$ cat config.mk
export PLATFORM = sky130hd
export DESIGN_NAME = control_unit_flat
export DESIGN_NICKNAME = d
export VERILOG_FILES = /design/src/rtl/control_unit_if.sv /design/src/rtl/control_unit.sv /design/src/flat_wrapper.sv
export SDC_FILE = /design/constraint.sdc
export NUM_CORES = 1
export LEC_CHECK = 0
export BUFFER_PORTS_ARGS = -buffer_cell sky130_fd_sc_hd__buf_2
export CAP_MARGIN = 20
export CORE_MARGIN = 3
export CORE_UTILIZATION = 50
export DETAILED_ROUTE_END_ITERATION = 10
export PLACE_DENSITY = 0.8
export SLEW_MARGIN = 0
export SYNTH_ARGS = -nofsm -noshare
export SYNTH_HDL_FRONTEND = slang
export SYNTH_SLANG_ARGS = --single-unit
$ cat constraint.sdc
create_clock -name clk -period 2.4 [get_ports clk]
set_input_delay 0.48 -clock clk [delete_from_list [all_inputs] [get_ports clk]]
set_output_delay 0.48 -clock clk [all_outputs]
set_load 0.02 [all_outputs]
$ cat src/rtl/control_unit_if.sv
// Shared types and the sequencer-to-datapath/imem bundle.
// Combinational bundle: no storage, no latency of its own.
// Backpressure: only imem_ready stalls the sequencer (held in FETCH).
package control_unit_pkg;
  typedef enum logic [1:0] {
    ALU_A_RS1  = 2'd0,
    ALU_A_PC   = 2'd1,
    ALU_A_ZERO = 2'd2
  } alu_operand_a_t;

  typedef enum logic [0:0] {
    ALU_B_RS2 = 1'b0,
    ALU_B_IMM = 1'b1
  } alu_operand_b_t;

  typedef enum logic [3:0] {
    ALU_ADD  = 4'd0,
    ALU_SUB  = 4'd1,
    ALU_SLL  = 4'd2,
    ALU_SLT  = 4'd3,
    ALU_SLTU = 4'd4,
    ALU_XOR  = 4'd5,
    ALU_SRL  = 4'd6,
    ALU_SRA  = 4'd7,
    ALU_OR   = 4'd8,
    ALU_AND  = 4'd9
  } alu_operation_t;
endpackage

interface control_unit_if;
  import control_unit_pkg::*;

  logic           imem_req;
  logic           imem_ready;
  logic [31:0]    imem_rdata;
  logic           reg_bank_load_en;
  logic [4:0]     reg_bank_sel_in;
  logic [4:0]     reg_bank_sel_out_a;
  logic [4:0]     reg_bank_sel_out_b;
  logic           pc_load_en;
  logic [31:0]    alu_immediate_data;
  alu_operand_a_t alu_operand_a_select;
  alu_operand_b_t alu_operand_b_select;
  alu_operation_t alu_operation;
  logic           halted;
  logic           illegal_instr;
  logic [31:0]    instret;

  // Sequencer side
  modport master (
    output imem_req,
    input  imem_ready, imem_rdata,
    output reg_bank_load_en, reg_bank_sel_in, reg_bank_sel_out_a, reg_bank_sel_out_b,
    output pc_load_en, alu_immediate_data, alu_operand_a_select, alu_operand_b_select,
    output alu_operation, halted, illegal_instr, instret
  );

  // Datapath / instruction memory side
  modport slave (
    input  imem_req,
    output imem_ready, imem_rdata,
    input  reg_bank_load_en, reg_bank_sel_in, reg_bank_sel_out_a, reg_bank_sel_out_b,
    input  pc_load_en, alu_immediate_data, alu_operand_a_select, alu_operand_b_select,
    input  alu_operation, halted, illegal_instr, instret
  );
endinterface

$ cat src/rtl/control_unit.sv
// Multi-cycle RV32I sequencer (OP, OP-IMM, LUI, AUIPC, JAL): fetch, decode, write-back, PC update.
// Latency: 4 cycles per instruction when imem_ready is high, +1 per FETCH wait cycle.
// Backpressure: stays in FETCH with imem_req high until imem_ready; illegal opcode halts until reset.
module control_unit
  import control_unit_pkg::*;
#(
  parameter logic [31:0] RESET_INSTRET = 32'd0
) (
  input logic clk,
  input logic rst,
  control_unit_if.master bus
);

  localparam logic [6:0]  OPC_OP     = 7'b0110011;
  localparam logic [6:0]  OPC_OP_IMM = 7'b0010011;
  localparam logic [6:0]  OPC_LUI    = 7'b0110111;
  localparam logic [6:0]  OPC_AUIPC  = 7'b0010111;
  localparam logic [6:0]  OPC_JAL    = 7'b1101111;
  localparam logic [31:0] NOP        = 32'h0000_0013;

  typedef enum logic [2:0] {
    S_IDLE,
    S_FETCH,
    S_DECODE,
    S_EXECUTE,
    S_PC_UPDATE,
    S_TRAP
  } state_t;

  state_t      state;
  logic [31:0] ir;
  logic [31:0] instret_q;
  logic        illegal_q;

  logic [6:0]  opcode;
  logic [2:0]  funct3;
  logic [6:0]  funct7;
  logic [31:0] i_imm;
  logic [31:0] u_imm;
  logic [31:0] j_imm;

  assign opcode = ir[6:0];
  assign funct3 = ir[14:12];
  assign funct7 = ir[31:25];
  assign i_imm  = {{20{ir[31]}}, ir[31:20]};
  assign u_imm  = {ir[31:12], 12'b0};
  assign j_imm  = {{11{ir[31]}}, ir[31], ir[19:12], ir[20], ir[30:21], 1'b0};

  // funct3 to ALU op; alt selects SUB/SRA where the encoding allows it
  function automatic alu_operation_t funct3_op(input logic [2:0] f3, input logic alt);
    alu_operation_t op;
    case (f3)
      3'b000:  op = alt ? ALU_SUB : ALU_ADD;
      3'b001:  op = ALU_SLL;
      3'b010:  op = ALU_SLT;
      3'b011:  op = ALU_SLTU;
      3'b100:  op = ALU_XOR;
      3'b101:  op = alt ? ALU_SRA : ALU_SRL;
      3'b110:  op = ALU_OR;
      default: op = ALU_AND;
    endcase
    return op;
  endfunction

  logic           legal;
  alu_operand_a_t exec_a;
  alu_operand_b_t exec_b;
  alu_operation_t exec_op;
  logic [31:0]    exec_imm;

  // Decode IR into legality and the write-back ALU controls
  always_comb begin
    legal    = 1'b0;
    exec_a   = ALU_A_RS1;
    exec_b   = ALU_B_RS2;
    exec_op  = ALU_ADD;
    exec_imm = 32'd0;
    case (opcode)
      OPC_OP: begin
        legal   = (funct7 == 7'h00) ||
                  (funct7 == 7'h20 && (funct3 == 3'b000 || funct3 == 3'b101));
        exec_op = funct3_op(funct3, ir[30]);
      end
      OPC_OP_IMM: begin
        if (funct3 == 3'b001)
          legal = (funct7 == 7'h00);
        else if (funct3 == 3'b101)
          legal = (funct7 == 7'h00) || (funct7 == 7'h20);
        else
          legal = 1'b1;
        exec_b   = ALU_B_IMM;
        exec_imm = i_imm;
        // ir[30] only means arithmetic shift here; for ADDI it is just an immediate bit
        exec_op  = funct3_op(funct3, ir[30] && (funct3 == 3'b101));
      end
      OPC_LUI: begin
        legal    = 1'b1;
        exec_a   = ALU_A_ZERO;
        exec_b   = ALU_B_IMM;
        exec_imm = u_imm;
      end
      OPC_AUIPC: begin
        legal    = 1'b1;
        exec_a   = ALU_A_PC;
        exec_b   = ALU_B_IMM;
        exec_imm = u_imm;
      end
      OPC_JAL: begin
        legal    = 1'b1;
        exec_a   = ALU_A_PC;
        exec_b   = ALU_B_IMM;
        exec_imm = 32'd4;
      end
      default: legal = 1'b0;
    endcase
  end

  // Sequencer state, instruction register, retired count and trap cause
  always_ff @(posedge clk or negedge rst) begin
    if (!rst) begin
      state     <= S_IDLE;
      ir        <= NOP;
      instret_q <= RESET_INSTRET;
      illegal_q <= 1'b0;
    end else begin
      case (state)
        S_IDLE: state <= S_FETCH;
        S_FETCH: begin
          if (bus.imem_ready) begin
            ir    <= bus.imem_rdata;
            state <= S_DECODE;
          end
        end
        S_DECODE: begin
          if (legal) begin
            state <= S_EXECUTE;
          end else begin
            state     <= S_TRAP;
            illegal_q <= 1'b1;
          end
        end
        S_EXECUTE: state <= S_PC_UPDATE;
        S_PC_UPDATE: begin
          instret_q <= instret_q + 32'd1;
          state     <= S_FETCH;
        end
        S_TRAP:  state <= S_TRAP;
        default: state <= S_IDLE;
      endcase
    end
  end

  // Datapath controls as a function of state and IR
  always_comb begin
    bus.imem_req             = 1'b0;
    bus.reg_bank_load_en     = 1'b0;
    bus.reg_bank_sel_in      = 5'd0;
    bus.reg_bank_sel_out_a   = 5'd0;
    bus.reg_bank_sel_out_b   = 5'd0;
    bus.pc_load_en           = 1'b0;
    bus.alu_immediate_data   = 32'd0;
    bus.alu_operand_a_select = ALU_A_RS1;
    bus.alu_operand_b_select = ALU_B_RS2;
    bus.alu_operation        = ALU_ADD;
    case (state)
      S_FETCH: bus.imem_req = 1'b1;
      S_DECODE, S_EXECUTE: begin
        bus.reg_bank_sel_in      = ir[11:7];
        bus.reg_bank_sel_out_a   = ir[19:15];
        bus.reg_bank_sel_out_b   = ir[24:20];
        bus.alu_operand_a_select = exec_a;
        bus.alu_operand_b_select = exec_b;
        bus.alu_operation        = exec_op;
        bus.alu_immediate_data   = exec_imm;
        // x0 is never written; the bank load only fires in EXECUTE
        bus.reg_bank_load_en     = (state == S_EXECUTE) && (ir[11:7] != 5'd0);
      end
      S_PC_UPDATE: begin
        bus.reg_bank_sel_in      = ir[11:7];
        bus.reg_bank_sel_out_a   = ir[19:15];
        bus.reg_bank_sel_out_b   = ir[24:20];
        bus.pc_load_en           = 1'b1;
        bus.alu_operand_a_select = ALU_A_PC;
        bus.alu_operand_b_select = ALU_B_IMM;
        bus.alu_operation        = ALU_ADD;
        bus.alu_immediate_data   = (opcode == OPC_JAL) ? j_imm : 32'd4;
      end
      default: ;
    endcase
  end

  assign bus.halted        = (state == S_TRAP);
  assign bus.illegal_instr = illegal_q;
  assign bus.instret       = instret_q;

endmodule

$ cat src/flat_wrapper.sv
// flat-port wrapper written by rule: the top's interface ports become plain ports
module control_unit_flat import control_unit_pkg::*;
#(
  parameter logic [31:0] RESET_INSTRET = 32'd0
)
  (clk, rst, bus_imem_req, bus_imem_ready, bus_imem_rdata, bus_reg_bank_load_en, bus_reg_bank_sel_in, bus_reg_bank_sel_out_a, bus_reg_bank_sel_out_b, bus_pc_load_en, bus_alu_immediate_data, bus_alu_operand_a_select, bus_alu_operand_b_select, bus_alu_operation, bus_halted, bus_illegal_instr, bus_instret);
  control_unit_if bus_i ();
  input logic clk;
  input logic rst;
  output wire logic [$bits(bus_i.imem_req)-1:0] bus_imem_req;
  input wire logic [$bits(bus_i.imem_ready)-1:0] bus_imem_ready;
  input wire logic [$bits(bus_i.imem_rdata)-1:0] bus_imem_rdata;
  output wire logic [$bits(bus_i.reg_bank_load_en)-1:0] bus_reg_bank_load_en;
  output wire logic [$bits(bus_i.reg_bank_sel_in)-1:0] bus_reg_bank_sel_in;
  output wire logic [$bits(bus_i.reg_bank_sel_out_a)-1:0] bus_reg_bank_sel_out_a;
  output wire logic [$bits(bus_i.reg_bank_sel_out_b)-1:0] bus_reg_bank_sel_out_b;
  output wire logic [$bits(bus_i.pc_load_en)-1:0] bus_pc_load_en;
  output wire logic [$bits(bus_i.alu_immediate_data)-1:0] bus_alu_immediate_data;
  output wire logic [$bits(bus_i.alu_operand_a_select)-1:0] bus_alu_operand_a_select;
  output wire logic [$bits(bus_i.alu_operand_b_select)-1:0] bus_alu_operand_b_select;
  output wire logic [$bits(bus_i.alu_operation)-1:0] bus_alu_operation;
  output wire logic [$bits(bus_i.halted)-1:0] bus_halted;
  output wire logic [$bits(bus_i.illegal_instr)-1:0] bus_illegal_instr;
  output wire logic [$bits(bus_i.instret)-1:0] bus_instret;
  assign bus_imem_req = bus_i.imem_req;
  assign bus_i.imem_ready = bus_imem_ready;
  assign bus_i.imem_rdata = bus_imem_rdata;
  assign bus_reg_bank_load_en = bus_i.reg_bank_load_en;
  assign bus_reg_bank_sel_in = bus_i.reg_bank_sel_in;
  assign bus_reg_bank_sel_out_a = bus_i.reg_bank_sel_out_a;
  assign bus_reg_bank_sel_out_b = bus_i.reg_bank_sel_out_b;
  assign bus_pc_load_en = bus_i.pc_load_en;
  assign bus_alu_immediate_data = bus_i.alu_immediate_data;
  assign bus_alu_operand_a_select = bus_i.alu_operand_a_select;
  assign bus_alu_operand_b_select = bus_i.alu_operand_b_select;
  assign bus_alu_operation = bus_i.alu_operation;
  assign bus_halted = bus_i.halted;
  assign bus_illegal_instr = bus_i.illegal_instr;
  assign bus_instret = bus_i.instret;
  control_unit #(.RESET_INSTRET(RESET_INSTRET)) u_core (.clk(clk), .rst(rst), .bus(bus_i));
endmodule
* After elaboration in Yosys (flattened, before gate mapping) *
Index checks and enable logic that the tools add are counted.

storage, ports and cells
  register bits = 68
  input port bits = 35
  output and inout port bits = 91
  logic and storage cells = 70

operators by class
  add/sub/neg operators = 1
  eq/ne operators = 18
  muxes and demuxes = 27
  bitwise operators = 1
  reductions and logical operators = 19

operators by type and width
  kind                                            number
  one-hot mux 32 bit (3 select lines)             1
  one-hot mux 32 bit (2 select lines)             1
  one-hot mux 4 bit (7 select lines)              2
  adder 32 x 1 -> 32 bit (second input constant)  1
  2-to-1 mux 32 bit                               1
  == test 7 x 6 -> 1 bit (second input constant)  3
  == test 3 bit (second input constant)           5
  2-to-1 mux 5 bit                                3
  one-hot mux 3 bit (5 select lines)              1
  == test 7 x 5 -> 1 bit (second input constant)  2
  == test 3 x 2 -> 1 bit (second input constant)  4
  2-to-1 mux 1 bit                                10
  one-hot mux 2 bit (2 select lines)              2
  one-hot mux 4 bit (2 select lines)              1
  OR reduction 2 bit                              4
  == test 7 bit (second input constant)           1
  zero test 7 bit                                 1
  == test 3 x 1 -> 1 bit (second input constant)  2
  zero test 3 bit                                 2
  2-to-1 mux 3 bit                                2
  OR reduction 3 bit                              2
  nonzero test 5 bit                              1
  2-to-1 mux 4 bit                                1
  AND reduction 2 bit                             2
  7 further kinds                                 11

* Longest topological paths before layout *
Gate-level depths: netlist (run 1).

  word-level depth = 7
  gate-level depth with buffers = 7
  depth with buffers taken out = 5

* Worst setup path after synthesis (run 1) *
Ideal clock, no wire load.

  path type = register to output
  start = register u_core.state[0]
  end = output bus_reg_bank_sel_in[2]
  arrival = 1.886 ns
  required time = 1.920 ns
  slack = 0.034 ns
  cell stages (with the launch flop) = 7
  buffers on the path = 2
  cell sequence = dfrtp_1 -> or3b_1 -> buf_6 -> inv_1 -> nor2_1 -> clkbuf_1 -> nor2b_1

on the way
  longest elaborated chain between the ends = 3
  elaborated cells on any way between the ends = 5
  classes of those cells = eq/ne (3); mux (1); reduce/logical (1)

ends and longest elaborated chain
  what                                                     line                 source
  start: declaration                                       control_unit.sv:30   state_t state;
  start signal: assignment                                 control_unit.sv:121  state <= S_IDLE;
  start signal: assignment                                 control_unit.sv:127  S_IDLE: state <= S_FETCH;
  start signal: assignment                                 control_unit.sv:131  state <= S_DECODE;
  == test 3 bit or == test 3 x 2 -> 1 bit (tied branches)  control_unit.sv:165  case (state)
  OR reduction 3 bit (no line) (*)                         n/a
  2-to-1 mux 5 bit (*)                                     control_unit.sv:165
  end: declaration                                         flat_wrapper.sv:14   output wire logic [$bits(bus_i.reg_bank_sel_in)-1:0] bus_reg_bank_sel_in;

Every way passes the cells marked *; elsewhere a longest branch is shown, timed or not.

* Final worst setup path (run 1) *
  start = register u_core.state[2]
  end = output bus_alu_immediate_data[22]

on the way
  longest elaborated chain between the ends = 3
  elaborated cells on any way between the ends = 5
  classes of those cells = eq/ne (3); mux (1); reduce/logical (1)

ends and longest elaborated chain
  what                                     line                 source
  == test 3 x 2 -> 1 bit                   control_unit.sv:165
  OR reduction 2 bit                       n/a
  one-hot mux 32 bit (2 select lines) (*)  control_unit.sv:165
  end: declaration                         flat_wrapper.sv:18   output wire logic [$bits(bus_i.alu_immediate_data)-1:0] bus_alu_immediate_data;

Marked as above.

==> results of run 1 <==
==> layout make-up <==
type	instances	share of cell area, %
Multi-Input combinational cell	235	37.3
Sequential cell	68	35.1
Timing Repair Buffer	150	20.5
Clock buffer	10	2.83
Tap cell	96	2.47
Clock inverter	6	1.42
Inverter	5	0.386
==> placed cells by master, fill, tap and decap left out, types with 2 or more instances in the layout <==
cell / count
and2_4: 2
nand2b_1: 5
inv_6: 3
nand4_1: 13
and3b_1: 2
buf_2: 98
nor3b_1: 2
nor2_1: 11
mux2_2: 31
nand3_1: 12
and3_1: 3
nor2b_1: 15
nor4_4: 2
dfrtp_1: 64
xnor2_1: 29
nor4_1: 2
and4_1: 3
nand3_2: 2
and2_1: 13
buf_4: 24
dfstp_2: 3
clkbuf_8: 10
inv_1: 5
nand2_2: 2
o21bai_1: 2
o21ai_0: 5
a21o_1: 19
buf_6: 27
xor2_1: 3
nand4b_1: 5
o22ai_1: 3
nand2_1: 18
==> layer usage <==
metal  vias to the layer above  share of wire [%]  track usage, %
li1                       1426                  -               -
met4                         0                1.7            7.14
met1                      1519                 40            28.3
met5                         -                  0               0
met2                       160                 51            41.6
met3                        18                7.6            6.11
==> synth_stat cells, drive strengths merged (2+ instances only) <==
master / instances / share of area, %
and3b: 2 / 0.50
or3b: 2 / 0.50
and3: 3 / 0.53
xnor2: 29 / 7.2
or3: 2 / 0.50
nor3b: 3 / 0.64
nand2: 20 / 2.1
buf: 9 / 1.9
nor2b: 15 / 2.7
a21oi: 3 / 0.42
and2b: 2 / 0.42
nand4: 13 / 2.3
a21o: 19 / 4.0
and2: 15 / 2.7
o21bai: 2 / 0.42
nand3: 14 / 2.0
dfstp: 3 / 2.2
nor2: 13 / 1.4
nor3: 2 / 0.28
inv: 5 / 0.53
nand4b: 5 / 1.2
nand2b: 7 / 1.2
nor4: 4 / 1.6
and4: 4 / 0.99
dfrtp: 65 / 46
xor2: 3 / 0.74
o22ai: 3 / 0.53
clkbuf: 8 / 0.85
o21ai: 6 / 0.85
mux2: 31 / 9.9
==> power breakdown <==
part	switching [W]	total, W	internal, W	leakage [nW]
clock network	0.000475	0.000992	0.000518	0.104
logic	0.000754	0.00150	0.000747	1.55
registers	0.000394	0.00189	0.00150	0.863
total	0.00162	0.00439	0.00276	2.52
==> timing repair <==
item	in CTS	in global routing
gates resized for setup	62	22
setup buffers	5	3
setup endpoints to repair	50	36
cloned	1	1
pin swaps	11	5
==> worst reg2reg max path, cell delays in order (launching register included) <==
cell	delay, ns
dfrtp_1	0.40
or3b_4	0.41
buf_4	0.15
buf_4	0.16
nor4_4	0.24
buf_4	0.24
nand4_1	0.15
xnor2_1	0.17
==> kinds of logic after synthesis <==
logic type / count (synthesis) / share of synthesized area [%]
simple gates: 128 / 21.9
flops: 68 / 48.2
compound gates: 43 / 8.53
xor+xnor: 32 / 7.92
mux: 31 / 9.87
buf+inv: 22 / 3.25
fa+ha+maj: 1 / 0.354
==> final timing paths <==
path,slack (ns),cells past startpoint,end
setup / recovery,-0.18,6,bus_alu_immediate_data[22]
hold / removal,0.1,1,u_core.bus.illegal_instr$_DFFE_PN0P_
setup reg to reg,0.37,7,u_core.bus.instret[26]$_DFFE_PN0P_
hold reg to reg,0.47,1,u_core.bus.instret[31]$_DFFE_PN0P_
max in group asynchronous,1.61,2,u_core.ir[4]$_DFFE_PN1P_
min in group clk,0.36,2,u_core.ir[3]$_DFFE_PN0P_
==> flip-flops by register name, summed over array words and instances (netlist names) <==
register / count
u_core.state: 3
u_core.bus.instret: 32
u_core.ir: 32
u_core.bus.illegal_instr: 1
==> per-stage QoR <==
stage	hold WS, ns	setup WS (ns)
2_1_floorplan	0.184	0.0342
3_3_place_gp	0.457	0.0407
3_5_place_dp	0.457	0.0119
4_1_cts	0.101	-0.186
5_1_grt	0.116	-0.252
6_report	0.0999	-0.175
==> impl_metrics.csv, run 1 <==
group,metric,value,unit
status,status,"finished with violations",
status,violations,"negative setup slack",
route,ant_nets,0,
worst_setup_path,arrival,2.10,ns
route,dr_total_vias,3123,
grt,antenna_found_initial,0,
place,post-place-cells,545,
timing,finClkSkew,0.0115,ns
timing,worst_slew_pin_slew,0.551,ns
worst_setup_path,critPathRequiredTime,1.92,ns
die,die_area,8120,µm²
clock_tree,cts_buffers,9,
synth,syn_inst,325,
grt,gr-usage-all-layers,23.6,%
finish,nets,505,
finish,ff_latch_area,1710,µm²
finish,drive_above_1_share,47.5,%
worst_hold_path,hold_path_class,"primary input to async pin",
synth,synth_ff_type,"dfrtp_1",
worst_setup_path,cp_num_buf_inv,2,
clock_tree,clock-root-buffer,"clkbuf_8",
finish,multi_input_area,1810,µm²
synth,yosysSeqAreaShare,48.2,%
timing,worst_slack,-0.175,ns
grt,first_global_vias,3183,
clock_tree,cts_tree,"yes",
finish,fill_cells,520,
synth,synth-edff-count,0,
finish,utilization,71.1,%
grt,grt_max_degree,49,
route,wl,9660,µm
worst_setup_path,critPathCaptureType,"primary output",
route,drtIter0Drc,119,
finish,final_area,4860,µm²
die,ios,126,
finish,layout.cells.non_filler,570,
timing,maxSlewHeadroom,62.9,%
job,max_cap_violations,0,
clock_tree,max-clock-path-buffers,2,
power,p_leak,2.52,nW
grt,grt_pass1_wl,15600,µm
worst_setup_path,timing.rr.start,"u_core.state[2]$_DFFE_PN0P_",
timing,hold_violations,0,
worst_setup_path,cp_cell_sequence,"or3b_4 > or3_4 > a21oi_4 > buf_6 > a21o_1 > buf_6",
timing,fin_crit_sh,107,%
timing,finalSetupViolations,32,
worst_setup_path,crit_type,"register to primary output",
die,initial_core_util,51.8,%
worst_setup_path,cp-start-kind,"register",
worst_setup_path,slowest_stage,"or3b_4",
timing,finalCriticalPeriod,2.58,ns
worst_setup_path,cp_common_cell,"buf_6",
place,hpwl,6660,µm
die,coreArea,6830,µm²
synth,synth_fp_nets,361,
grt,grt.overflow.total,0,
clock_tree,ctsHoldBuffers,0,
route,detail_route.wl_per_cell,17.0,µm
timing,setup_tns,-4.21,ns
synth,synthArstFlopShare,100,%
clock_tree,worstSkewPairLatency,0.34,ns
timing,maxSlewViolCount,0,
timing,max_freq,388,MHz
die,die_x,90.1,µm
power,p_total,0.00439,W
clock_tree,htree_levels,3,
synth,yosys.cell_types.count,48,
place,gp_congestion,0.900,
finish,antenna_cells,0,
place,portBuffers,125,
synth,syn_avg_cell_area,10.9,µm²
route,drt-pass1-iter-count,5,
die,die_h,90.1,µm
power,ir_drop,497,µV
power,p_per_area,903,nW/µm²
synth,syn_area,3540,µm²
route,drc,0,
worst_setup_path,cpLargestDelayFamily,"simple AND/OR/NAND/NOR gates",
timing,rsz0062_at_grt,"yes",
clock_tree,cts_sinks,68,
synth,ys_seq_elements,68,
clock_tree,clkTransAtPathRegs,0.08,ns
worst_setup_path,cp_max_fo,6,
worst_setup_path,crit_start,"u_core.state[2]$_DFFE_PN0P_",
worst_setup_path,critPathMaxStageDelay,0.41,ns
finish,syn2layout_area_growth,37.3,%
place,place_area,4320,µm²
synth,ys_warn_count,0,
die,placementRows,30,
route,vias_per_cell,5.48,
Power figures use the tool's default switching activity.
==> run 2, diff against run 1 <==
--- a/config.mk
+++ b/config.mk
@@ -9,6 +9,7 @@
 export CAP_MARGIN = 20
 export CORE_MARGIN = 3
 export CORE_UTILIZATION = 50
+export CTS_CLUSTER_SIZE = 10
 export DETAILED_ROUTE_END_ITERATION = 10
 export PLACE_DENSITY = 0.8
 export SLEW_MARGIN = 0
==> constraint.sdc (replaced) <==
create_clock -name clk -period 2.4 [get_ports clk]
set_input_delay 0.36 -clock clk [delete_from_list [all_inputs] [get_ports clk]]
set_output_delay 0.36 -clock clk [all_outputs]
set_load 0.02 [all_outputs]
==> run 2 against run 1 <==
  * First-iteration DRC count increased by 29%
  * Setup slack improved by 0.049 ns
  * The flow still finishes with violations (negative setup slack)
  * Routed wire length decreased by 4.2%
  * Largest power group unchanged
  * Critical path type unchanged
==> impl_metrics.csv, run 2 (synthesis results as in run 1) <==
group,metric,value,unit
worst_setup_path,critPathRequiredTime,2.04,ns
power,p_leak,2.46,nW
clock_tree,clkTransAtPathRegs,0.08,ns
timing,setup_tns,-1.34,ns
power,p_seq_share,44.9,%
finish,antenna_cells,0,
die,coreArea,6830,µm²
die,die_area,8120,µm²
timing,worst_slew_pin_slew,0.682,ns
clock_tree,cts_buffers,9,
die,die_x,90.1,µm
worst_setup_path,cp_max_fo,7,
route,drtIter0Drc,153,
power,comb_power_share,35.0,%
timing,worst_slack,-0.126,ns
clock_tree,worstSkewPairLatency,0.34,ns
die,initial_core_util,51.8,%
grt,gr-usage-all-layers,22.4,%
timing,finalSetupViolations,19,
timing,maxSlewHeadroom,54.6,%
place,hpwl,6690,µm
grt,grt_pass1_wl,14800,µm
place,gp_congestion,0.907,
timing,finClkSkew,0.00824,ns
timing,rsz0062_at_grt,"yes",
finish,fill_cells,551,
timing,hold_violations,0,
route,wl,9260,µm
status,status,"finished with violations",
timing,max_freq,396,MHz
route,drt-pass1-iter-count,5,
status,violations,"negative setup slack",
finish,drive_above_1_share,45.7,%
power,swShare,37.8,%
worst_setup_path,cp-start-kind,"register",
grt,grt_max_degree,42,
grt,grt.overflow.total,0,
route,vias_per_cell,5.35,
finish,mostFrequentLayoutCells,"buf_2, dfrtp_1, mux2_2",
clock_tree,max-clock-path-buffers,2,
power,p_clk_share,20.1,%
finish,utilization,68.8,%
grt,first_global_vias,2974,
worst_hold_path,hold_path_class,"primary input to async pin",
power,switchingPower,0.00158,W
timing,maxSlewViolCount,0,
place,dp_slack,0.0501,ns
timing,fin_crit_sh,105,%
die,placementRows,30,
finish,final_common_cell,"buf_2",
clock_tree,htree_levels,3,
clock_tree,cts_tree,"yes",
power,p_per_area,890,nW/µm²
route,detail_route.wl_per_cell,16.4,µm
route,drc,0,
power,ir_drop,367,µV
clock_tree,clock-root-buffer,"clkbuf_8",
place,portBuffers,125,
route,ant_nets,0,
timing,finalCriticalPeriod,2.53,ns
die,ios,126,
worst_setup_path,crit_type,"register to primary output",
worst_setup_path,critPathCaptureType,"primary output",
clock_tree,cts_sinks,68,
grt,antenna_found_initial,0,
die,die_h,90.1,µm
clock_tree,ctsHoldBuffers,0,
power,p_int,0.00260,W
finish,syn2layout_area_growth,32.8,%
finish,nets,501,
job,max_cap_violations,0,
worst_setup_path,arrival,2.17,ns
route,dr_total_vias,3030,
power,p_total,0.00418,W
## run 2: changes by cell type in the layout (fill, tap and decap cells not counted), moves of 2 or more
cell	previous run	this run
buf_6	27	16
clkinvlp_4	1	3
buf_2	98	113
nand3_1	12	14
buf_4	24	16
nand3_2	2	0
## run 2: power groups by stage
| stage | Clock (W) | Sequential, W | Combinational [W] |
|---|---|---|---|
| floorplan | 0 | 0.00178 | 0.000994 |
| global placement | 0 | 0.00187 | 0.00131 |
| detailed placement | 0 | 0.00188 | 0.00135 |
| CTS | 0.000858 | 0.00186 | 0.00141 |
| global route | 0.000916 | 0.00194 | 0.00158 |
| finish | 0.000841 | 0.00188 | 0.00146 |
## run 2: final timing paths
kind,start,to,slack (ns),cells past startpoint
min reg2reg,u_core.bus.instret[31]$_DFFE_PN0P_,u_core.bus.instret[31]$_DFFE_PN0P_,0.47,1
max,u_core.state[1]$_DFFE_PN0P_,bus_alu_immediate_data[22],-0.13,8
max in group asynchronous,rst,u_core.ir[4]$_DFFE_PN1P_,1.64,2
max reg2reg,u_core.state[1]$_DFFE_PN0P_,u_core.bus.instret[28]$_DFFE_PN0P_,0.25,8
min,rst,u_core.ir[12]$_DFFE_PN0P_,0.05,1
min in group clk,bus_imem_rdata[17],u_core.ir[17]$_DFFE_PN0P_,0.25,2
## run 2: timing repair
action | CTS | global route
cloned | 1 | 0
pin swaps | 3 | 3
setup endpoints to repair | 46 | 47
setup buffers | 4 | 4
gates resized for setup | 36 | 14
## run 2: layer usage
layer  global-route usage, %  vias up  wire length (µm)
met5                       0        -                 0
met4                    4.59        0                69
met3                    6.53        9               686
met2                    38.1      140              4680
met1                    28.3     1461              3820
li1                        -     1420                 -
## run 2: per-stage QoR
stage                     instances  instance area, µm²  hold slack (ns)
after floorplan                 325                3540           0.0644
after global placement          541                4290            0.419
after detailed placement        541                4290            0.430
after CTS                       562                4610           0.0598
after global routing            566                4700           0.0809
final                           566                4700           0.0540
## run 2: worst max-delay path, cell delays in order, from the launching register on
cell and delay, ns:
dfrtp_1 0.40, buf_4 0.16, and2b_2 0.24, buf_6 0.14
o21ai_0 0.34, a21oi_4 0.08, buf_6 0.15, a21o_1 0.17
buf_6 0.13
## run 2: final cells by class
| cell class | instances | area [µm²] | share of cell area [%] |
|---|---|---|---|
| clock buffer | 9 | 124 | 2.64 |
| clock inverter | 7 | 50.0 | 1.07 |
| inverter | 5 | 18.8 | 0.400 |
| multi-input combinational | 235 | 1790 | 38.2 |
| sequential | 68 | 1710 | 36.3 |
| tap | 96 | 120 | 2.56 |
| timing repair buffer | 146 | 886 | 18.9 |
